--- src/rtl/vend_pkg.sv ---
// Shared types and constants for the vending purchase path.
// Holds the result codes reported to the panel, the purchase FSM state
// encoding, and the fixed per-item price table (item 0 is invalid).
package vend_pkg;

    typedef enum logic [1:0] {
        RES_NONE     = 2'b00,
        RES_OK       = 2'b01,
        RES_SOLD_OUT = 2'b10,
        RES_DENIED   = 2'b11
    } result_t;

    typedef enum logic [2:0] {
        IDLE,
        QUERY,
        DECIDE,
        DISPENSE,
        DONE
    } state_t;

    localparam logic [15:0] PRICE [8] = '{
        16'd0, 16'd5, 16'd10, 16'd15, 16'd20, 16'd25, 16'd30, 16'd50
    };

    function automatic logic [15:0] price_of(input logic [2:0] item);
        return PRICE[item];
    endfunction

endpackage

--- src/rtl/stock_bank.sv ---
// Per-item stock counters (8 x 4-bit).
//   clk, rst_n : clock, asynchronous active-low reset (loads INIT)
//   dec        : decrement the counter selected by idx (saturates at 0)
//   idx        : item index for decrement and for the count read port
//   restock    : reload every counter with INIT; overrides a same-cycle dec
//   count      : current stock of item idx
//   empty      : bit i set when stock of item i is zero; bit 0 is forced 1
module stock_bank #(
    parameter logic [3:0] INIT = 4'd5
) (
    input  logic       clk,
    input  logic       rst_n,
    input  logic       dec,
    input  logic [2:0] idx,
    input  logic       restock,
    output logic [3:0] count,
    output logic [7:0] empty
);

    logic [3:0] cnt [8];

    always_ff @(posedge clk or negedge rst_n) begin
        if (!rst_n) begin
            for (int unsigned i = 0; i < 8; i++) begin
                cnt[i] <= INIT;
            end
        end else if (restock) begin
            for (int unsigned i = 0; i < 8; i++) begin
                cnt[i] <= INIT;
            end
        end else if (dec && (cnt[idx] != '0)) begin
            cnt[idx] <= cnt[idx] - 4'd1;
        end
    end

    assign count = cnt[idx];

    // Item 0 is not a sellable slot, so it always reports empty.
    always_comb begin
        empty = '0;
        for (int unsigned i = 0; i < 8; i++) begin
            empty[i] = (cnt[i] == '0);
        end
        empty[0] = 1'b1;
    end

endmodule

--- src/rtl/purchase_ctrl.sv ---
// Purchase initiator: takes a panel selection, checks stock, queries the
// user payment block with item id and price, and on a paid answer strobes
// the dispenser and consumes one unit of stock.
//   clk, rst_n   : clock, asynchronous active-low reset
//   sel_valid    : selection strobe, only honoured in IDLE
//   sel_item     : selected item (0 = invalid)
//   restock      : reload all stock counters (any state)
//   user_id      : item id to payment block, non-zero only while querying
//   user_price   : item price to payment block, non-zero only while querying
//   user_state   : payment answer, 1 = paid
//   user_change  : change amount from payment block
//   busy         : transaction in progress
//   dispense     : dispense strobe, DISP_CYC cycles long
//   disp_item    : item being dispensed, valid with dispense
//   done         : one-cycle end-of-transaction pulse
//   result       : outcome code, held until the next accepted selection
//   change_out   : change passed through on OK, held with result
//   stock_empty  : per-item empty flags
module purchase_ctrl
    import vend_pkg::*;
#(
    parameter int unsigned WAIT_CYC   = 2,
    parameter int unsigned DISP_CYC   = 4,
    parameter logic [3:0]  STOCK_INIT = 4'd5
) (
    input  logic        clk,
    input  logic        rst_n,
    input  logic        sel_valid,
    input  logic [2:0]  sel_item,
    input  logic        restock,
    output logic [2:0]  user_id,
    output logic [15:0] user_price,
    input  logic        user_state,
    input  logic [15:0] user_change,
    output logic        busy,
    output logic        dispense,
    output logic [2:0]  disp_item,
    output logic        done,
    output logic [1:0]  result,
    output logic [15:0] change_out,
    output logic [7:0]  stock_empty
);

    state_t      state, state_d;
    logic [15:0] cnt, cnt_d;
    logic [2:0]  item, item_d;
    result_t     res_q, res_d;
    logic [15:0] chg_q, chg_d;
    logic        done_q;
    logic        dec;
    logic [2:0]  stock_idx;
    logic [3:0]  stock_count;

    stock_bank #(.INIT(STOCK_INIT)) u_stock (
        .clk     (clk),
        .rst_n   (rst_n),
        .dec     (dec),
        .idx     (stock_idx),
        .restock (restock),
        .count   (stock_count),
        .empty   (stock_empty)
    );

    // done is registered off the DONE state, so it appears the cycle after
    // DONE is entered; this gives the 1 / 4 / 8 cycle accept-to-done latency.
    always_ff @(posedge clk or negedge rst_n) begin
        if (!rst_n) begin
            state  <= IDLE;
            cnt    <= '0;
            item   <= '0;
            res_q  <= RES_NONE;
            chg_q  <= '0;
            done_q <= 1'b0;
        end else begin
            state  <= state_d;
            cnt    <= cnt_d;
            item   <= item_d;
            res_q  <= res_d;
            chg_q  <= chg_d;
            done_q <= (state == DONE);
        end
    end

    always_comb begin
        state_d   = state;
        cnt_d     = cnt;
        item_d    = item;
        res_d     = res_q;
        chg_d     = chg_q;
        dec       = 1'b0;
        stock_idx = item;
        case (state)
            IDLE: begin
                // Stock lookup must use the incoming selection before it is latched.
                stock_idx = sel_item;
                if (sel_valid) begin
                    item_d = sel_item;
                    res_d  = RES_NONE;
                    chg_d  = '0;
                    cnt_d  = '0;
                    if (sel_item == '0) begin
                        res_d   = RES_DENIED;
                        state_d = DONE;
                    end else if (stock_count == '0) begin
                        res_d   = RES_SOLD_OUT;
                        state_d = DONE;
                    end else begin
                        state_d = QUERY;
                    end
                end
            end
            QUERY: begin
                if (cnt == 16'(WAIT_CYC - 1)) begin
                    cnt_d   = '0;
                    state_d = DECIDE;
                end else begin
                    cnt_d = cnt + 16'd1;
                end
            end
            DECIDE: begin
                if (user_state) begin
                    res_d   = RES_OK;
                    chg_d   = user_change;
                    dec     = 1'b1;
                    state_d = DISPENSE;
                end else begin
                    res_d   = RES_DENIED;
                    chg_d   = '0;
                    state_d = DONE;
                end
            end
            DISPENSE: begin
                if (cnt == 16'(DISP_CYC - 1)) begin
                    cnt_d   = '0;
                    state_d = DONE;
                end else begin
                    cnt_d = cnt + 16'd1;
                end
            end
            DONE:    state_d = IDLE;
            default: state_d = IDLE;
        endcase
    end

    assign busy       = (state != IDLE);
    assign user_id    = (state == QUERY) ? item : '0;
    assign user_price = (state == QUERY) ? price_of(item) : '0;
    assign dispense   = (state == DISPENSE);
    assign disp_item  = (state == DISPENSE) ? item : '0;
    assign done       = done_q;
    assign result     = res_q;
    assign change_out = chg_q;

endmodule

--- config.mk ---
export PLATFORM = sky130hd
export DESIGN_NAME = purchase_ctrl
export DESIGN_NICKNAME = d
export VERILOG_FILES = /design/src/rtl/vend_pkg.sv /design/src/rtl/stock_bank.sv /design/src/rtl/purchase_ctrl.sv
export SDC_FILE = /design/constraint.sdc
export NUM_CORES = 1
export LEC_CHECK = 0
export CORE_MARGIN = 2
export CORE_UTILIZATION = 30
export DETAILED_ROUTE_END_ITERATION = 8
export PLACE_DENSITY = 0.54
export SYNTH_ARGS = -nofsm -noshare
export SYNTH_HDL_FRONTEND = slang
export SYNTH_HIERARCHICAL = 1
export SYNTH_SLANG_ARGS = --single-unit
--- constraint.sdc ---
create_clock -name clk -period 7.3 [get_ports clk]
set_input_delay 1.825 -clock clk [delete_from_list [all_inputs] [get_ports clk]]
set_output_delay 1.825 -clock clk [all_outputs]
set_load 0.01 [all_outputs]
; ---- Yosys cells after proc, flatten, opt, wreduce, memory -nomap -nowiden
; Memory sizes are Yosys's and may differ from the RTL's.
; Index checks and enable logic that the tools add are counted.
[word_totals]
ff_bits = 73
mem_bits_ro = 128
wordCells = 86
n_memories = 1
output_inout_bits = 51
[memory_table]
columns = name, depth, word_bits, read_ports, rd_clocked_by_memory_dff, wr, line
row1 = (no name shown), 8, 16, 1, 0, 0, vend_pkg.sv:26  ; return PRICE[item];
[classes]
add_sub_neg = 2
n_reduce_logical = 21
n_lt_le_gt_ge = 3
eq_ne = 9
n_bitwise = 2
mux = 34
[op_table]
columns = operator, count
row1 = $mux 16, 7
row2 = $mux 32, 2
row3 = $pmux 16 s3, 1
row4 = $bwmux 32, 1
row5 = $logic_not 4->1, 8
row6 = $pmux 16 s2, 1
row7 = $mux 3, 9
row8 = $add 16x1->16 const B, 1
row9 = $eq 16x1->1 const B, 1
row10 = $eq 16x2->1 const B, 1
row11 = $bmux 4 s3, 1
row12 = $demux 4 s3, 1
row13 = $mux 4, 3
row14 = $pmux 3 s4, 1
row15 = $ge 4x4->1 const B, 2
row16 = $mux 2, 4
row17 = $not 3->4, 2
row18 = $eq 3x2->1 const B, 2
row19 = $logic_not 3->1, 2
row20 = $reduce_and 2->1, 3
row21 = $reduce_bool 3->1, 2
row22 = $lt 4x1->1 const B, 1
row23 = $ne 2x2->1 const B, 2
row24 = $pmux 2 s2, 1
row25 = 9 further kinds, 12

; ---- Depth between registers and ports, before layout
; Gate-level depths: netlist of the first run.
[logic_depth]
word_depth = 11
depth_mapped = 15

; ---- Hierarchy
; The synthesis of the first run kept the hierarchy.
[by_module_without_submodules]
columns = module, area_per_inst_um2, cells_per_inst, n_inst
row1 = purchase_ctrl, 2308.5, 241, 1
row2 = stock_bank, 2105.8, 208, 1

; ---- Worst setup path after synthesis of the first run
; Ideal clock, no wire load.
[synth_path]
path_type = input -> register
start = input sel_item[1]
end = register u_stock/cnt[27] (netlist name)
setup_slack_ns = 2.643
path_buffers = 3
stages = 12
arrival_ns = 4.531
cell_sequence = nand2_1 -> o21ai_0 -> buf_2 -> buf_1 -> mux2i_1 -> a21oi_1 -> nor2_1 -> ha_1 -> nor4b_4 -> or4_1 -> buf_2 -> a221o_1
[synth_between]
elab_chain_cells = 9
elab_cells_between_ends = 17
cone_classes = add/sub: 1 / order compare: 2 / mux: 9 / bitwise: 1 / reduce/logical: 4
[synth_lines]
columns = item, line
row1 = start: declaration, purchase_ctrl.sv:29  ; input logic [2:0] sel_item,
row2 = $mux 3 (*), purchase_ctrl.sv:92  ; case (state)
row3 = named net stock_idx[1], purchase_ctrl.sv:51  ; logic [2:0] stock_idx;
row4 = $not 3->4 (not written as such) (*), "stock_bank.sv:31, stock_bank.sv:32"
row5 = "$bmux 4 s3, or another cell as far along", "stock_bank.sv:31, stock_bank.sv:32"
row6 = $mux 4 (not written as such) or $logic_and 1x1->1 (tied branches), "stock_bank.sv:31, stock_bank.sv:32"
row7 = $mux 4 (on tied branches), "stock_bank.sv:31, stock_bank.sv:32"
row8 = $sub 4x1->4 or $demux 4 s3 (tied branches), stock_bank.sv:32  ; cnt[idx] <= cnt[idx] - 4'd1;
row9 = $bwmux 32, stock_bank.sv:32
row10 = $mux 32, stock_bank.sv:31  ; end else if (dec && (cnt[idx] != '0)) begin
row11 = $mux 32, stock_bank.sv:27  ; end else if (restock) begin
row12 = end signal: indexed assignment, stock_bank.sv:32
row13 = end: declaration, stock_bank.sv:20  ; logic [3:0] cnt [8];
; The timed path passes the listed nets; every way through them passes the cells marked *. The select of a mux whose other input is x is not followed.
; A chain may end at the register's enable or synchronous reset.

; ---- Worst setup path after layout of the first run
[layout_path]
start = input sel_item[0]
end = register u_stock/cnt[31] (netlist name)
; Same word-level chain as after synthesis.

==> results of run 1 <==
worst max path at each step:
stage / start / endpoint / slack (ns) / cells past startpoint
after floorplan: sel_item[1] / u_stock/cnt[27] / 2.64 / 12
after global placement: sel_item[0] / u_stock/cnt[27] / 1.98 / 10
after detailed placement: sel_item[0] / u_stock/cnt[31] / 1.80 / 10
after CTS: sel_item[0] / u_stock/cnt[31] / 2.15 / 10
after global routing: sel_item[0] / u_stock/cnt[31] / 1.82 / 10
final: sel_item[0] / u_stock/cnt[31] / 2.12 / 10
cells in the mapped netlist, types with 3 or more instances:
| cell type | n | area, sq um |
|---|---|---|
| sky130_fd_sc_hd__nor3_1 | 14 | 70.1 |
| sky130_fd_sc_hd__dfrtp_1 | 57 | 1430 |
| sky130_fd_sc_hd__nand4_1 | 6 | 37.5 |
| sky130_fd_sc_hd__nor2b_1 | 9 | 56.3 |
| sky130_fd_sc_hd__mux2i_1 | 30 | 300 |
| sky130_fd_sc_hd__inv_1 | 10 | 37.5 |
| sky130_fd_sc_hd__o311ai_0 | 4 | 35.0 |
| sky130_fd_sc_hd__clkbuf_1 | 12 | 45.0 |
| sky130_fd_sc_hd__and3_1 | 5 | 31.3 |
| sky130_fd_sc_hd__o211ai_1 | 7 | 52.6 |
| sky130_fd_sc_hd__o311a_1 | 5 | 50.1 |
| sky130_fd_sc_hd__mux2_2 | 9 | 101 |
| sky130_fd_sc_hd__nand2_1 | 43 | 161 |
| sky130_fd_sc_hd__or4_1 | 5 | 37.5 |
| sky130_fd_sc_hd__a21oi_1 | 5 | 25.0 |
| sky130_fd_sc_hd__nand2b_1 | 5 | 31.3 |
| sky130_fd_sc_hd__o21ai_0 | 13 | 65.1 |
| sky130_fd_sc_hd__a22o_1 | 16 | 140 |
| sky130_fd_sc_hd__nor4_1 | 17 | 106 |
| sky130_fd_sc_hd__mux4_2 | 3 | 67.6 |
| sky130_fd_sc_hd__a221o_1 | 6 | 60.1 |
| sky130_fd_sc_hd__buf_1 | 3 | 11.3 |
| sky130_fd_sc_hd__or3_1 | 11 | 68.8 |
| sky130_fd_sc_hd__or2_2 | 4 | 25.0 |
| sky130_fd_sc_hd__and2_1 | 5 | 31.3 |
| sky130_fd_sc_hd__nor3b_1 | 4 | 30.0 |
| sky130_fd_sc_hd__dfstp_2 | 16 | 420 |
| sky130_fd_sc_hd__buf_2 | 14 | 70.1 |
| sky130_fd_sc_hd__ha_1 | 5 | 62.6 |
| sky130_fd_sc_hd__buf_4 | 13 | 97.6 |
| sky130_fd_sc_hd__nand3_1 | 14 | 70.1 |
| sky130_fd_sc_hd__nor2_1 | 35 | 131 |
worst max-delay path, delay by kind of cell:
kind | cells | cell delay, ns
AND/OR/NAND/NOR | 5 | 1.59
AO/OA/AOI/OAI | 3 | 1.14
buffers and inverters | 1 | 0.53
adder cells (fa/ha/maj) | 1 | 0.30
state kept, by name (all words and copies together), names as in the netlist:
name and count:
change_out 16, cnt 16, done 1, item 3
result 2, state 3, u_stock/cnt 32
power by group through the flow:
stage | logic, W | clock network (W) | registers (W)
after floorplan | 0.0000104 | 0 | 0.000412
after global placement | 0.0000301 | 0 | 0.000412
after detailed placement | 0.0000304 | 0 | 0.000412
after CTS | 0.0000303 | 0.000448 | 0.000405
after global routing | 0.0000332 | 0.000466 | 0.000405
final | 0.0000296 | 0.000440 | 0.000405
layout make-up:
cell class	instances	area (sq um)
fillers	1457	9100
multi-input cells	330	2310
flip-flops and latches	73	1850
repair buffers	67	658
clock buffers	11	233
well taps	184	230
clock inverters	5	56.3
inverters	11	41.3
cell families after synthesis:
kind of cell,Yosys count,share of synthesized area (%)
adder cells (fa/ha/maj),5,1.42
buffers and inverters,55,6.52
AND/OR/NAND/NOR,189,23.0
flip-flops,73,41.8
AO/OA/AOI/OAI,78,14.5
multiplexers,45,12.2
other,2,0.170
XOR/XNOR,2,0.397
stage by stage:
stage	instance area, sq um	hold slack (ns)	cells	utilization, %
after global placement	5090	0.483	665	35.2
after CTS	5380	0.506	681	37.2
after global routing	5380	0.520	681	37.2
after floorplan	4450	0.491	458	-
after detailed placement	5090	0.482	665	35.2
final	5380	0.498	681	37.2
placed cells by master (no fill, tap or decap), types with 6 or more instances in the layout:
| cell type | netlist | final |
|---|---|---|
| sky130_fd_sc_hd__nor2_1 | 35 | 35 |
| sky130_fd_sc_hd__nand3_1 | 14 | 14 |
| sky130_fd_sc_hd__o21ai_0 | 13 | 12 |
| sky130_fd_sc_hd__clkbuf_16 | 0 | 9 |
| sky130_fd_sc_hd__clkdlybuf4s50_1 | 0 | 62 |
| sky130_fd_sc_hd__conb_1 | 2 | 11 |
| sky130_fd_sc_hd__nor3_1 | 14 | 14 |
| sky130_fd_sc_hd__nand2_1 | 43 | 43 |
| sky130_fd_sc_hd__nor2b_1 | 9 | 9 |
| sky130_fd_sc_hd__nand4_1 | 6 | 6 |
| sky130_fd_sc_hd__dfstp_2 | 16 | 16 |
| sky130_fd_sc_hd__mux2i_1 | 30 | 30 |
| sky130_fd_sc_hd__nor4_1 | 17 | 17 |
| sky130_fd_sc_hd__a22o_1 | 16 | 16 |
| sky130_fd_sc_hd__or3_1 | 11 | 11 |
| sky130_fd_sc_hd__dfrtp_1 | 57 | 57 |
| sky130_fd_sc_hd__inv_1 | 10 | 10 |
| sky130_fd_sc_hd__o211ai_1 | 7 | 7 |
| sky130_fd_sc_hd__a221o_1 | 6 | 6 |
| sky130_fd_sc_hd__mux2_2 | 9 | 9 |
per-layer routing:
metal / share of wire (%) / vias up / global-route usage [%]
met1: 48 / 1822 / 22.2
met2: 46 / 121 / 23.8
met3: 4.6 / 17 / 3.21
li1: - / 1730 / -
met4: 1.9 / 0 / 5.75
met5: 0 / - / 0
==> results.tsv, run 1 <==
metric	value	unit
CTS tree	yes	
total number of placement rows	44	
number of global-route vias before repair	3603	
maximum root-to-sink buffer count	2	
postcts setup bufs	0	
die outline width	125	microns
launching element type of the critical path	primary input	
number of synthesis warnings	6	
status	completed	
proportion of synthesized flip-flops having asynchronous set or reset	100	%
clock input transition at the sequential cells of the worst setup and hold paths	0.06	ns
GPL Wtd Cong	0.889	
H-tree lvl count	3	
number of library cell types mapped by synthesis	67	
initial standard-cell utilization of the core	30.5	%
number of inserted diodes	0	
worst-case register-to-register setup slack	3.05	ns
top fanout value on the critical path	22	
flip-flop and latch count after synthesis	73	
kind of capture point of the worst setup path	flop	
Avg WL per Cell	17.7	microns
net switching power of the design	0.000194	W
fin crit period	5.18	ns
worst max-slew margin expressed relative to the limit	35.5	%
LEAKAGE	2.20	nW
Worst-Margin Slew	0.968	ns
initial antenna violation count	0	
Netlist Area Pre-Place	4410	sq um
total power	0.000875	W
CP arrival	5.40	ns
Area growth, synth to finish	21.9	%
number of synthesized flops with an enable pin	0	
Fin. Hold Viols	0	
R2R Path Start	state[1]	
number of buffers added by the clock tree synthesis step	9	
post-route setup slack	2.12	ns
Register-to-Register Path Depth	10	
routed wire length	12.0	mm
Total Nets Final	521	
Slowest Stage Delay on Critical Path	0.60	ns
sequential fraction of design power	46.3	%
post-cts hold buffer count	0	
Clock Power Share	50.3	%
Critical Path, Cell by Cell	clkdlybuf4s50_1 -> nand2_1 -> nand2_1 -> o21ai_0 -> a21oi_1 -> nor2_1 -> ha_1 -> nor4b_4 -> or4_1 -> a221o_1	
instance count along the most critical hold path	1	
per-instance average area after synthesis	9.83	sq um
P_int	0.000681	W
Core Footprint	14500	sq um
initial detailed-routing violation count	361	
residual overflow from global routing	0	
via total after detailed routing	3690	
drt drc	0	
number of endpoints failing setup at the final stage	0	
largest net degree at the start of global routing	74	
maximum resistive drop on vdd	0.0934	mV
sequential-to-total area share from yosys stat	41.8	%
Worst Clk Skew	0.00625	ns
post-route antenna net violation count	0	
ratio of total power to cell area	163	nW/um^2
Die ar.	15700	sq um
Port-buffer cells	63	
cell seen most often among critical-path stages	sky130_fd_sc_hd__nand2_1	
overall routing resource usage	15.7	%
library cell used as clock root buffer	sky130_fd_sc_hd__clkbuf_16	
count of boundary I/O pins	75	
first-pass GRT wire length	19.7	mm
Hold EP	change_out[2]	
switching part of the total power	22.2	%
via density per instance	5.42	
final slew viol count	0	
overall die height	125	microns
clock latency reported for the late side of the worst-skew pair	0.34	ns
FMAX	0.193	GHz
cells after synthesis	449	
combinational group share of total power	3.4	%
post-CTS resize count	0	
FF-to-FF End	u_stock/cnt[31]	
fraction of layout instances using a drive strength above 1	12.5	%
max-cap check violation count	0	
Initial DRT Pass Iterations	5	
CP Class	in2reg	
worst endpoint required time	7.52	ns
pre-CTS setup slack	1.80	ns
final worst path period share	70.9	%
unrepaired setup endpoints after global routing	false	
predominant post-synthesis flop cell	sky130_fd_sc_hd__dfrtp_1	
clock sink total	73	
total negative slack for setup checks	0	ns
master of the slowest instance on the critical path	sky130_fd_sc_hd__or4_1	
startpoint of the lowest-slack hold path	change_out[2]	
type of the most critical hold path	reg2reg	
detailed placer's ending HPWL	8.38	mm
Power figures use the tool's default switching activity.
==> run 2, diff against run 1 <==
--- a/config.mk
+++ b/config.mk
@@ -8,7 +8,7 @@
 export CORE_MARGIN = 2
 export CORE_UTILIZATION = 30
 export DETAILED_ROUTE_END_ITERATION = 8
-export PLACE_DENSITY = 0.54
+export PLACE_DENSITY = 0.56
 export SYNTH_ARGS = -nofsm -noshare
 export SYNTH_HDL_FRONTEND = slang
 export SYNTH_HIERARCHICAL = 1
==> constraint.sdc (replaced) <==
create_clock -name clk -period 4.7 [get_ports clk]
set_input_delay 1.175 -clock clk [delete_from_list [all_inputs] [get_ports clk]]
set_output_delay 1.175 -clock clk [all_outputs]
set_load 0.01 [all_outputs]
==> run 2 against run 1 <==
  * Setup slack lost 1.5 ns
  * Flip-flop and latch count unchanged
  * Via count increased by 4.4%
  * Routed wire length is 2.1% higher
  * Combinational power up 60%
  * Critical path type unchanged
  * Non-clock buffer count grew 10
  * Total power increased by 52%
  * Sequential share of layout area fell by 0.51 points
==> results.tsv, run 2 (synthesized netlist as in run 1, its figures left out) <==
metric	value	unit	change
status	completed		unchanged
maximum resistive drop on vdd	0.166	mV	was 0.0934 mV
max-cap check violation count	0		unchanged
FF-to-FF End	u_stock/cnt[27]		was u_stock/cnt[31]
post-cts hold buffer count	0		unchanged
switching part of the total power	22.3	%	was 22.2%
worst max-slew margin expressed relative to the limit	36.0	%	was 35.5%
drt drc	0		unchanged
fraction of layout instances using a drive strength above 1	14.4	%	was 12.5%
final worst path period share	85.8	%	
R2R Path Start	state[2]		was state[1]
number of endpoints failing setup at the final stage	0		unchanged
combinational group share of total power	3.6	%	was 3.4%
library cell used as clock root buffer	sky130_fd_sc_hd__clkbuf_16		unchanged
postcts setup bufs	0		unchanged
first-pass GRT wire length	20.8	mm	was 19.7 mm
FMAX	0.248	GHz	
end point of the critical path	u_stock/cnt[10]		was u_stock/cnt[31]
residual overflow from global routing	0		unchanged
initial antenna violation count	0		unchanged
number of global-route vias before repair	3920		was 3603
flip-flop count of the largest register after layout	32		unchanged
clock latency reported for the late side of the worst-skew pair	0.34	ns	about the same
via density per instance	5.57		was 5.42
P_int	0.00103	W	was 0.000681 W
Final Core Density	37.7	%	was 37.2%
Avg WL per Cell	17.8	microns	was 17.7 microns
Total Nets Final	531		was 521
ratio of total power to cell area	244	nW/um^2	was 163 nW/um^2
number of inserted diodes	0		unchanged
routed wire length	12.3	mm	was 12.0 mm
net switching power of the design	0.000296	W	was 0.000194 W
most common library cell in the layout ignoring fill and taps	sky130_fd_sc_hd__clkdlybuf4s50_1		unchanged
overall die height	125	microns	unchanged
clock sink total	73		unchanged
cell count after placement	675		was 665
Placed Instance Area	5170	sq um	was 5090 sq um
via total after detailed routing	3851		was 3690
critical path depth in cells	12		was 10
master of the slowest instance on the critical path	sky130_fd_sc_hd__clkdlybuf4s50_1		was sky130_fd_sc_hd__or4_1
total power	0.00133	W	was 0.000875 W
fin crit period	4.03	ns	
delay-heaviest family, CP	simple AND/OR/NAND/NOR gates		unchanged
count of boundary I/O pins	75		unchanged
maximum root-to-sink buffer count	2		unchanged
worst-case register-to-register setup slack	0.72	ns	was 3.05 ns
total number of placement rows	44		unchanged
overall routing resource usage	16.5	%	was 15.7%
CP arrival	4.29	ns	was 5.40 ns
post-CTS resize count	0		unchanged
Fin. Hold Viols	0		unchanged
type of the most critical hold path	reg2reg		unchanged
register with the most flip-flops	u_stock/cnt		unchanged
final slew viol count	0		unchanged
initial detailed-routing violation count	461		was 361
top fanout value on the critical path	21		was 22
launching element type of the critical path	primary input		unchanged
Critical Path, Cell by Cell	clkdlybuf4s50_1 -> nand2_1 -> o21ai_1 -> buf_12 -> mux2i_1 -> nor2_1 -> mux2_2 -> nor2_1 -> ha_1 -> nor4b_4 -> or3_1 -> mux2i_1		was clkdlybuf4s50_1 -> nand2_1 -> nand2_1 -> o21ai_0 -> a21oi_1 -> nor2_1 -> ha_1 -> nor4b_4 -> or4_1 -> a221o_1
Worst Clk Skew	0.0101	ns	was 0.00625 ns
Register-to-Register Path Depth	11		was 10
detailed placer's ending HPWL	8.80	mm	was 8.38 mm
clock input transition at the sequential cells of the worst setup and hold paths	0.06	ns	about the same
number of fillers in the final layout	1457		unchanged
post-route antenna net violation count	0		unchanged
LEAKAGE	2.25	nW	was 2.20 nW
Clock Power Share	49.1	%	was 50.3%
Slowest Stage Delay on Critical Path	0.51	ns	was 0.60 ns
top library cells by usage in the layout, fill and taps aside	sky130_fd_sc_hd__clkdlybuf4s50_1, sky130_fd_sc_hd__dfrtp_1, sky130_fd_sc_hd__nand2_1		unchanged
Initial DRT Pass Iterations	5		unchanged
CP Class	in2reg		unchanged
initial standard-cell utilization of the core	30.5	%	unchanged
Final Cell Area	5460	sq um	was 5380 sq um
largest net degree at the start of global routing	41		was 74
unrepaired setup endpoints after global routing	false		unchanged
Area growth, synth to finish	23.7	%	was 21.9%
H-tree lvl count	3		unchanged
Port-buffer cells	63		unchanged
number of buffers added by the clock tree synthesis step	9		unchanged
Die ar.	15700	sq um	unchanged
worst endpoint required time	4.95	ns	was 7.52 ns
kind of capture point of the worst setup path	flop		unchanged
CP startpoint	sel_item[1]		was sel_item[0]
die outline width	125	microns	unchanged
Finished Layout Cells	691		was 681
total negative slack for setup checks	0	ns	unchanged
Worst-Margin Slew	0.960	ns	was 0.968 ns
CTS tree	yes		unchanged
Core Footprint	14500	sq um	unchanged
Buf/Inv on CP	2		was 1
sequential fraction of design power	47.3	%	was 46.3%
GPL Wtd Cong	0.895		was 0.889
## run 2: power groups by stage
stage | logic [W] | clock network (W) | registers, W
finish | 0.0000475 | 0.000654 | 0.000629
global route | 0.0000528 | 0.000700 | 0.000629
detailed placement | 0.0000486 | 0 | 0.000640
global placement | 0.0000483 | 0 | 0.000640
CTS | 0.0000488 | 0.000672 | 0.000629
floorplan | 0.0000162 | 0 | 0.000640
## run 2: layer usage
layer	part of all wire, %	GRT usage (%)	vias up	wire length (microns)
li1	-	-	1751	-
met1	45	22.0	1875	5490
met2	46	25.6	183	5620
met3	5.7	3.34	42	702
met4	3.9	8.50	0	480
met5	0	0	-	0
## run 2: worst reg2reg max path, stage by stage, from the launching register on
cell                      delay, ns
sky130_fd_sc_hd__dfrtp_1       0.48
sky130_fd_sc_hd__nor3_2        0.55
sky130_fd_sc_hd__inv_1         0.25
sky130_fd_sc_hd__nand2_1       0.12
sky130_fd_sc_hd__nand2_1       0.30
sky130_fd_sc_hd__o21ai_0       0.36
sky130_fd_sc_hd__mux2_2        0.31
sky130_fd_sc_hd__nor2_1        0.08
sky130_fd_sc_hd__ha_1          0.26
sky130_fd_sc_hd__nor4b_4       0.18
sky130_fd_sc_hd__or4_1         0.60
sky130_fd_sc_hd__a221o_1       0.37
## run 2: through the flow
step           hold slack (ns)  setup slack (ns)
2_1_floorplan            0.491             0.693
3_3_place_gp             0.484             0.349
3_5_place_dp             0.483             0.370
4_1_cts                  0.508             0.712
5_1_grt                  0.519             0.385
6_report                 0.499             0.668
## run 2: worst min-delay path by stage
stage,from,to,cells past startpoint
after global placement,change_out[9],change_out[9],1
final,change_out[7],change_out[7],1
after floorplan,u_stock/cnt[30],u_stock/cnt[30],2
after global routing,change_out[6],change_out[6],1
after CTS,change_out[6],change_out[6],1
after detailed placement,change_out[7],change_out[7],1
## run 2: cell type report
type	count	area (sq um)	share of cell area, %
inverter	11	41.3	0.756
multi-input combinational	330	2310	42.4
timing repair buffer	77	743	13.6
clock inverter	4	28.8	0.527
clock buffer	12	256	4.70
tap	184	230	4.22
sequential	73	1850	33.8
